[src/rtl/qkv_pkg.sv]
// qkv_pkg: definitions shared by the Q/K/V output serializer.
//   SEL_Q/SEL_K/SEL_V : encodings driven on out_sel.
//   qkv_beats()       : number of beats in one Q/K/V vector set.
package qkv_pkg;

    localparam logic [1:0] SEL_Q = 2'd0;
    localparam logic [1:0] SEL_K = 2'd1;
    localparam logic [1:0] SEL_V = 2'd2;

    function automatic int qkv_beats(input int pe_num);
        return 3 * pe_num;
    endfunction

endpackage

[src/rtl/qkv_stream_out_if.sv]
// qkv_stream_out_if: capture side and streaming side of the Q/K/V serializer.
//   in_valid, in_q/in_k/in_v, in_ready : parallel capture (single-cycle pulse)
//   overflow, clear_ovf                : sticky drop flag and its clear
//   out_valid/out_ready                : streaming handshake
//   out_data, out_sel, out_idx,
//   out_last                           : current beat payload and position
// master = producer/consumer environment, slave = the serializer.
interface qkv_stream_out_if #(
    parameter int PE_NUM = 12,
    parameter int DW     = 4
);
    localparam int IW = $clog2(PE_NUM);

    logic                   in_valid;
    logic signed [2*DW-1:0] in_q [0:PE_NUM-1];
    logic signed [2*DW-1:0] in_k [0:PE_NUM-1];
    logic signed [2*DW-1:0] in_v [0:PE_NUM-1];
    logic                   in_ready;
    logic                   overflow;
    logic                   clear_ovf;
    logic                   out_valid;
    logic                   out_ready;
    logic signed [2*DW-1:0] out_data;
    logic [1:0]             out_sel;
    logic [IW-1:0]          out_idx;
    logic                   out_last;

    modport master (
        output in_valid, in_q, in_k, in_v, clear_ovf, out_ready,
        input  in_ready, overflow, out_valid, out_data, out_sel, out_idx, out_last
    );

    modport slave (
        input  in_valid, in_q, in_k, in_v, clear_ovf, out_ready,
        output in_ready, overflow, out_valid, out_data, out_sel, out_idx, out_last
    );

endinterface

[src/rtl/qkv_pingpong_buf.sv]
// qkv_pingpong_buf: two storage entries, each holding one Q/K/V vector set.
//   clk, rst_n          : clock, async active-low reset (clears contents)
//   wr_en, wr_buf       : write all 3*PE_NUM elements into entry wr_buf
//   wr_q, wr_k, wr_v    : element vectors to write
//   rd_buf, rd_sel,
//   rd_idx, rd_data     : combinational read of one element
module qkv_pingpong_buf
    import qkv_pkg::*;
#(
    parameter int PE_NUM = 12,
    parameter int DW     = 4,
    localparam int IW    = $clog2(PE_NUM)
) (
    input  logic                   clk,
    input  logic                   rst_n,
    input  logic                   wr_en,
    input  logic                   wr_buf,
    input  logic signed [2*DW-1:0] wr_q [0:PE_NUM-1],
    input  logic signed [2*DW-1:0] wr_k [0:PE_NUM-1],
    input  logic signed [2*DW-1:0] wr_v [0:PE_NUM-1],
    input  logic                   rd_buf,
    input  logic [1:0]             rd_sel,
    input  logic [IW-1:0]          rd_idx,
    output logic signed [2*DW-1:0] rd_data
);
    typedef logic signed [2*DW-1:0] elem_t;

    // [entry][Q/K/V][head]
    elem_t mem_q [2][3][PE_NUM];
    elem_t mem_d [2][3][PE_NUM];

    // NOTE: start from the held value so every path assigns mem_d; a missing
    // default in always_comb would infer a latch.
    always_comb begin
        mem_d = mem_q;
        if (wr_en) begin
            for (int p = 0; p < PE_NUM; p++) begin
                mem_d[wr_buf][SEL_Q][p] = wr_q[p];
                mem_d[wr_buf][SEL_K][p] = wr_k[p];
                mem_d[wr_buf][SEL_V][p] = wr_v[p];
            end
        end
    end

    // NOTE: storage is reset so a cleared entry never shows stale data; this
    // costs reset fan-out and would be dropped if the contents could stay X.
    always_ff @(posedge clk or negedge rst_n) begin
        if (!rst_n) begin
            for (int b = 0; b < 2; b++)
                for (int s = 0; s < 3; s++)
                    for (int p = 0; p < PE_NUM; p++)
                        mem_q[b][s][p] <= '0;
        end else begin
            mem_q <= mem_d;
        end
    end

    assign rd_data = mem_q[rd_buf][rd_sel][rd_idx];

endmodule

[src/rtl/qkv_stream_out.sv]
// qkv_stream_out: captures a parallel Q/K/V vector set on an in_valid pulse
// into a ping-pong buffer and streams it one element per beat (Q, then K,
// then V, head 0 first). A pulse finding the write entry full is dropped and
// sets the sticky overflow flag.
//   clk, rst_n : clock, async active-low reset
//   bus        : capture + streaming signals (qkv_stream_out_if.slave)
module qkv_stream_out
    import qkv_pkg::*;
#(
    parameter int PE_NUM = 12,
    parameter int DW     = 4
) (
    input  logic                clk,
    input  logic                rst_n,
    qkv_stream_out_if.slave     bus
);
    localparam int BEATS = qkv_beats(PE_NUM);
    localparam int BW    = $clog2(BEATS);
    localparam int IW    = $clog2(PE_NUM);

    localparam logic [BW-1:0] LAST_BEAT = BW'(BEATS - 1);
    localparam logic [BW-1:0] K_START   = BW'(PE_NUM);
    localparam logic [BW-1:0] V_START   = BW'(2 * PE_NUM);

    logic [1:0]    full_q, full_d;
    logic          wr_buf_q, wr_buf_d;
    logic          rd_buf_q, rd_buf_d;
    logic [BW-1:0] beat_q, beat_d;
    logic          overflow_q, overflow_d;

    logic                   in_ready, out_valid;
    logic                   capture, drop, handshake, at_last;
    logic [1:0]             sel;
    logic [BW-1:0]          idx_wide;
    logic signed [2*DW-1:0] rd_data;

    // Handshake terms come only from registered state, so in_valid and
    // out_ready never reach the status outputs combinationally.
    assign in_ready  = !full_q[wr_buf_q];
    assign out_valid = full_q[rd_buf_q];
    assign capture   = bus.in_valid && in_ready;
    assign drop      = bus.in_valid && !in_ready;
    assign handshake = out_valid && bus.out_ready;
    assign at_last   = (beat_q == LAST_BEAT);

    // beat -> (sel, idx) via range compare instead of a divider.
    always_comb begin
        sel      = SEL_Q;
        idx_wide = beat_q;
        if (beat_q >= V_START) begin
            sel      = SEL_V;
            idx_wide = beat_q - V_START;
        end else if (beat_q >= K_START) begin
            sel      = SEL_K;
            idx_wide = beat_q - K_START;
        end
    end

    always_comb begin
        full_d     = full_q;
        wr_buf_d   = wr_buf_q;
        rd_buf_d   = rd_buf_q;
        beat_d     = beat_q;
        overflow_d = overflow_q;

        if (handshake) begin
            if (at_last) begin
                beat_d           = '0;
                full_d[rd_buf_q] = 1'b0;
                rd_buf_d         = !rd_buf_q;
            end else begin
                beat_d = beat_q + 1'b1;
            end
        end

        // A capture needs its entry empty and a release needs its entry full,
        // so the two never target the same flag in one cycle.
        if (capture) begin
            full_d[wr_buf_q] = 1'b1;
            wr_buf_d         = !wr_buf_q;
        end

        // A drop wins over a simultaneous clear.
        if (drop)
            overflow_d = 1'b1;
        else if (bus.clear_ovf)
            overflow_d = 1'b0;
    end

    // NOTE: state registers use non-blocking assignments so every flop samples
    // the pre-edge values regardless of statement order.
    always_ff @(posedge clk or negedge rst_n) begin
        if (!rst_n) begin
            full_q     <= '0;
            wr_buf_q   <= 1'b0;
            rd_buf_q   <= 1'b0;
            beat_q     <= '0;
            overflow_q <= 1'b0;
        end else begin
            full_q     <= full_d;
            wr_buf_q   <= wr_buf_d;
            rd_buf_q   <= rd_buf_d;
            beat_q     <= beat_d;
            overflow_q <= overflow_d;
        end
    end

    qkv_pingpong_buf #(
        .PE_NUM (PE_NUM),
        .DW     (DW)
    ) u_buf (
        .clk     (clk),
        .rst_n   (rst_n),
        .wr_en   (capture),
        .wr_buf  (wr_buf_q),
        .wr_q    (bus.in_q),
        .wr_k    (bus.in_k),
        .wr_v    (bus.in_v),
        .rd_buf  (rd_buf_q),
        .rd_sel  (sel),
        .rd_idx  (IW'(idx_wide)),
        .rd_data (rd_data)
    );

    // Payload is forced to zero whenever no beat is offered.
    assign bus.in_ready  = in_ready;
    assign bus.overflow  = overflow_q;
    assign bus.out_valid = out_valid;
    assign bus.out_data  = out_valid ? rd_data : '0;
    assign bus.out_sel   = out_valid ? sel : 2'd0;
    assign bus.out_idx   = out_valid ? IW'(idx_wide) : '0;
    assign bus.out_last  = out_valid && at_last;

endmodule

[src/flat_wrapper.sv]
// flat-port wrapper written by rule: the top's interface ports become plain ports
module qkv_stream_out_flat import qkv_pkg::*;
#(
    parameter int PE_NUM = 12,
    parameter int DW     = 4
)
  (clk, rst_n, bus_in_valid, bus_in_q, bus_in_k, bus_in_v, bus_clear_ovf, bus_out_ready, bus_in_ready, bus_overflow, bus_out_valid, bus_out_data, bus_out_sel, bus_out_idx, bus_out_last);
  qkv_stream_out_if #(.PE_NUM(PE_NUM), .DW(DW)) bus_i ();
  input  logic clk;
  input  logic rst_n;
  input wire logic [$bits(bus_i.in_valid)-1:0] bus_in_valid;
  input wire logic [$bits(bus_i.in_q)-1:0] bus_in_q;
  input wire logic [$bits(bus_i.in_k)-1:0] bus_in_k;
  input wire logic [$bits(bus_i.in_v)-1:0] bus_in_v;
  input wire logic [$bits(bus_i.clear_ovf)-1:0] bus_clear_ovf;
  input wire logic [$bits(bus_i.out_ready)-1:0] bus_out_ready;
  output wire logic [$bits(bus_i.in_ready)-1:0] bus_in_ready;
  output wire logic [$bits(bus_i.overflow)-1:0] bus_overflow;
  output wire logic [$bits(bus_i.out_valid)-1:0] bus_out_valid;
  output wire logic [$bits(bus_i.out_data)-1:0] bus_out_data;
  output wire logic [$bits(bus_i.out_sel)-1:0] bus_out_sel;
  output wire logic [$bits(bus_i.out_idx)-1:0] bus_out_idx;
  output wire logic [$bits(bus_i.out_last)-1:0] bus_out_last;
  assign bus_i.in_valid = bus_in_valid;
  assign bus_i.in_q = {>>{bus_in_q}};
  assign bus_i.in_k = {>>{bus_in_k}};
  assign bus_i.in_v = {>>{bus_in_v}};
  assign bus_i.clear_ovf = bus_clear_ovf;
  assign bus_i.out_ready = bus_out_ready;
  assign bus_in_ready = bus_i.in_ready;
  assign bus_overflow = bus_i.overflow;
  assign bus_out_valid = bus_i.out_valid;
  assign bus_out_data = bus_i.out_data;
  assign bus_out_sel = bus_i.out_sel;
  assign bus_out_idx = bus_i.out_idx;
  assign bus_out_last = bus_i.out_last;
  qkv_stream_out #(.PE_NUM(PE_NUM), .DW(DW)) u_core (.clk(clk), .rst_n(rst_n), .bus(bus_i));
endmodule
[config.mk]
export PLATFORM = sky130hd
export DESIGN_NAME = qkv_stream_out_flat
export DESIGN_NICKNAME = d
export VERILOG_FILES = /design/src/rtl/qkv_pkg.sv /design/src/rtl/qkv_stream_out_if.sv /design/src/rtl/qkv_pingpong_buf.sv /design/src/rtl/qkv_stream_out.sv /design/src/flat_wrapper.sv
export SDC_FILE = /design/constraint.sdc
export NUM_CORES = 1
export LEC_CHECK = 0
export ABC_AREA = 1
export BUFFER_PORTS_ARGS = -buffer_cell sky130_fd_sc_hd__buf_2
export CAP_MARGIN = 0
export CORE_UTILIZATION = 30
export DETAILED_ROUTE_END_ITERATION = 16
export PLACE_DENSITY = 0.49
export SKIP_LAST_GASP = 1
export SLEW_MARGIN = 0
export SYNTH_ARGS = -nofsm -noshare
export SYNTH_HDL_FRONTEND = slang
export SYNTH_SLANG_ARGS = --single-unit
[constraint.sdc]
create_clock -name clk -period 2.8 [get_ports clk]
set_clock_uncertainty 0.1 [all_clocks]
set_input_delay 0.28 -clock clk [delete_from_list [all_inputs] [get_ports clk]]
set_output_delay 0.28 -clock clk [all_outputs]
set_load 0.02 [all_outputs]
==> implementation parameters <==
Parameter                              Value

Global route
  Total congestion overflow after global routing ... 0
  Number of global-route vias before repair ... 26,700
  Overall fraction of global-route tracks in use ... 23.7%
  Maximum number of pins on one net before global-route repair ... 132
  Number of antenna violations at the first check in global routing ... 2
  Wire length of the first global-routing pass ... 168 mm

Setup path
  Most prevalent standard cell on the critical path ... nand3_1
  Nature of the critical path endpoint ... output pin
  Worst Path Max Fanout ... 38
  Register-to-register path setup slack ... 160 ps
  Critical path data required time ... 2420 ps
  Cell class contributing the biggest share of worst-path delay ... simple AND/OR/NAND/NOR gates
  Critical path type ... reg2out
  Worst reg2reg startpoint ... u_core.rd_buf_q
  Worst reg-to-reg path cell count ... 12
  Nature of the critical path startpoint ... register
  Buf/Inv on CP ... 3
  Worst reg2reg endpoint ... u_core.beat_q[4]
  Maximum cell stage delay along the critical path ... 500 ps
  Crit-path slowest cell ... dfrtp_4
  Critical Path, Cell by Cell ... buf_8 > bufbuf_16 > or2_2 > o211ai_1 > o211ai_1 > nand3_1 > nand3_1 > nand3_1 > nand2_4 > buf_6
  Arrival time worst endpoint ... 2900 ps

Power
  Peak ir drop on the vdd network ... 1140 µV
  Sw frac ... 43.8%
  Part of the total power dissipated in combinational logic ... 51.8%
  Clock share of power ... 18.1%
  Net switching component of the power ... 0.0217 W
  Power density of the placed cells ... 1260 mW/mm²
  Relative contribution of sequential cells to total power ... 30.1%
  Lkg Pwr ... 20.0 nW
  Overall power of the completed layout ... 0.0495 W
  Internal ... 0.0278 W

Finish
  Layout Utilization ... 42.0%
  Synth-to-Final Area Change ... 38.8%
  Number of diodes ... 0
  Layout cells sized above 1 ... 19.2%
  Fill cell total of the finished layout ... 9,416
  Most frequent standard cell in the layout excluding fill and tap cells ... nand2_1
  Layout Nets ... 4,695
  Fin cells ... 5,702
  Highest-count cells in the layout ignoring fill and taps ... nand2_1 (1,072), o21ai_0 (636), dfrtp_1 (583)

Place
  Routability Congestion ... 0.879
  HPWL Detailed ... 77.4 mm
  Count of port buffers added during placement ... 310
  Placed cells ... 5,222

STA
  RSZ-0062 raised after global routing ... true
  Final setup margin ... -483 ps
  Worst-margin pin slew ... 583 ps
  Setup TNS ... -3750 ps
  Max Fclk ... 305 MHz
  Final-report max-slew violation count ... 0
  Period utilization ... 117%
  Shortest period the worst path allows ... 3280 ps
  Final-report setup violation count ... 14
  Fin. Hold Viols ... 0
  Normalized max-slew margin ... 61.1%
  Final Hold Slack ... 140 ps

Logic synthesis
  Netlist area before placement ... 0.0282 mm²
  Leading cell types by total area after synthesis ... dfrtp_1 (52%), nand2_1 (15%), o21ai_0 (12%)
  Portion of the post-synthesis area used by sequential elements ... 52.0%
  Cell type contributing the most total cell area after synthesis ... dfrtp_1
  Flop and latch count out of synthesis ... 587
  Average cell area after synthesis ... 7.54 µm²
  Fraction of post-synthesis cell area in the top cell type by area ... 52.0%
  Number of instances in the synthesized netlist ... 3,745
  Library cells used by synthesis ... 28
  Yosys synthesis warning count ... 0
  Mapped Nets ... 4,043

CTS
  Maximum clock insertion buffer count ... 3
  Clock Latency Late Sink ... 630 ps
  CTS Buf Count ... 70
  Clock tree from TritonCTS ... done
  CTS Sinks ... 587
  Clock-pin transition on the worst setup and hold timing paths ... 60 ps
  Max H-tree Level ... 3
  Root buffer cell ... clkbuf_16

Routing
  Routed WL per cell ... 20.0 µm
  Remaining number of nets flagged by the antenna check after routing ... 0
  First-iteration detailed-routing DRC count ... 2,442
  Aggregate routed wire length ... 114 mm
  Number of vias after detailed routing ... 27,000
  Via density ... 4.74
  Total DRC errors in the routed layout ... 0
  First drt pass iteration count ... 6

Outcome
  Violations in the final reports ... negative setup slack
  Outcome ... complete, but fails checks

Floorplanning
  Die Area ... 0.0953 mm²
  Number of primary I/O pins ... 311
  Floorplan row count ... 112
  Starting Density ... 30.3%
  Core footprint ... 0.0932 mm²
  Die Y-Extent ... 309 µm
  Die boundary width ... 309 µm

Flow run
  Max Cap Viol ... 0

Worst hold path
  Path class of the lowest-slack min-delay path ... in2async
[sequential cells by signal (all words and copies together) (netlist names)]
register and cells:
u_core.full_q 2, u_core.bus.overflow 1, u_core.wr_buf_q 1, u_core.rd_buf_q 1, u_core.beat_q 6, u_core.u_buf.mem_q 576
[per-stage QoR]
step / cell area [µm²] / setup slack (ps)
floorplan: 28200 / 81.9
global placement: 32100 / -321
detailed placement: 32100 / -346
CTS: 38600 / -534
global route: 39200 / -566
finish: 39200 / -483
[cells in the mapped netlist (all sizes together)]
master	count
xor2	1
o22ai	2
a21oi	38
nand3	229
dfrtp	587
ha	5
buf	113
o21ai	680
nand4	6
mux2i	1
o211ai	32
clkbuf	134
nand2	1123
nor3	3
or2	36
inv	396
nor2	359
[layer usage]
| metal | share of wire [%] | vias up | GRT usage (%) |
|---|---|---|---|
| met5 | 0 | - | 0 |
| met4 | 3.9 | 0 | 9.18 |
| met3 | 6.2 | 174 | 4.93 |
| met2 | 47 | 782 | 38.5 |
| met1 | 43 | 13000 | 30.7 |
| li1 | - | 13100 | - |
[layout make-up]
| cell class | instances | area [µm²] | share of cell area, % |
|---|---|---|---|
| multi-input combinational | 2516 | 11700 | 30.0 |
| timing repair inverter | 1 | 8.76 | 0.0224 |
| tap | 1254 | 1570 | 4.00 |
| sequential | 587 | 14700 | 37.5 |
| inverter | 396 | 1530 | 3.90 |
| clock inverter | 17 | 169 | 0.431 |
| clock buffer | 106 | 2030 | 5.17 |
| timing repair buffer | 825 | 7440 | 19.0 |
[cell families after synthesis]
logic type	after synthesis	share of synthesized area (%)
buf+inv	643	9.05
flops	587	52.0
xor+xnor	1	0.0310
compound gates	752	13.7
mux	1	0.0355
fa+ha+maj	5	0.222
simple gates	1756	24.9
[worst max path at each step]
stage | from | endpoint | slack, ps | depth (start not counted)
after floorplan | u_core.beat_q[1] | bus_out_data[2] | 80 | 16
after global placement | u_core.beat_q[0] | bus_out_data[3] | -320 | 16
after detailed placement | u_core.beat_q[0] | bus_out_data[3] | -350 | 16
after CTS | u_core.rd_buf_q | bus_out_data[6] | -530 | 16
after global routing | u_core.rd_buf_q | bus_out_data[5] | -570 | 14
final | u_core.rd_buf_q | bus_out_data[0] | -480 | 10
[power by group through the flow]
stage               logic [W]  registers, W  clock network, W
finish                 0.0257        0.0149           0.00895
global route           0.0281        0.0153           0.00948
CTS                    0.0243        0.0148           0.00915
detailed placement     0.0210        0.0149                 0
global placement       0.0209        0.0149                 0
floorplan              0.0123        0.0143                 0
[timing repair]
action,4_1_cts,5_1_grt
hold buffers,291,0
gates cloned,13,5
setup buffers,44,14
setup endpoints to repair,13,19
pin swaps,58,56
resized for setup,205,133
endpoints found under the hold margin,724,0
No activity file was read; power rests on OpenSTA's default activity.
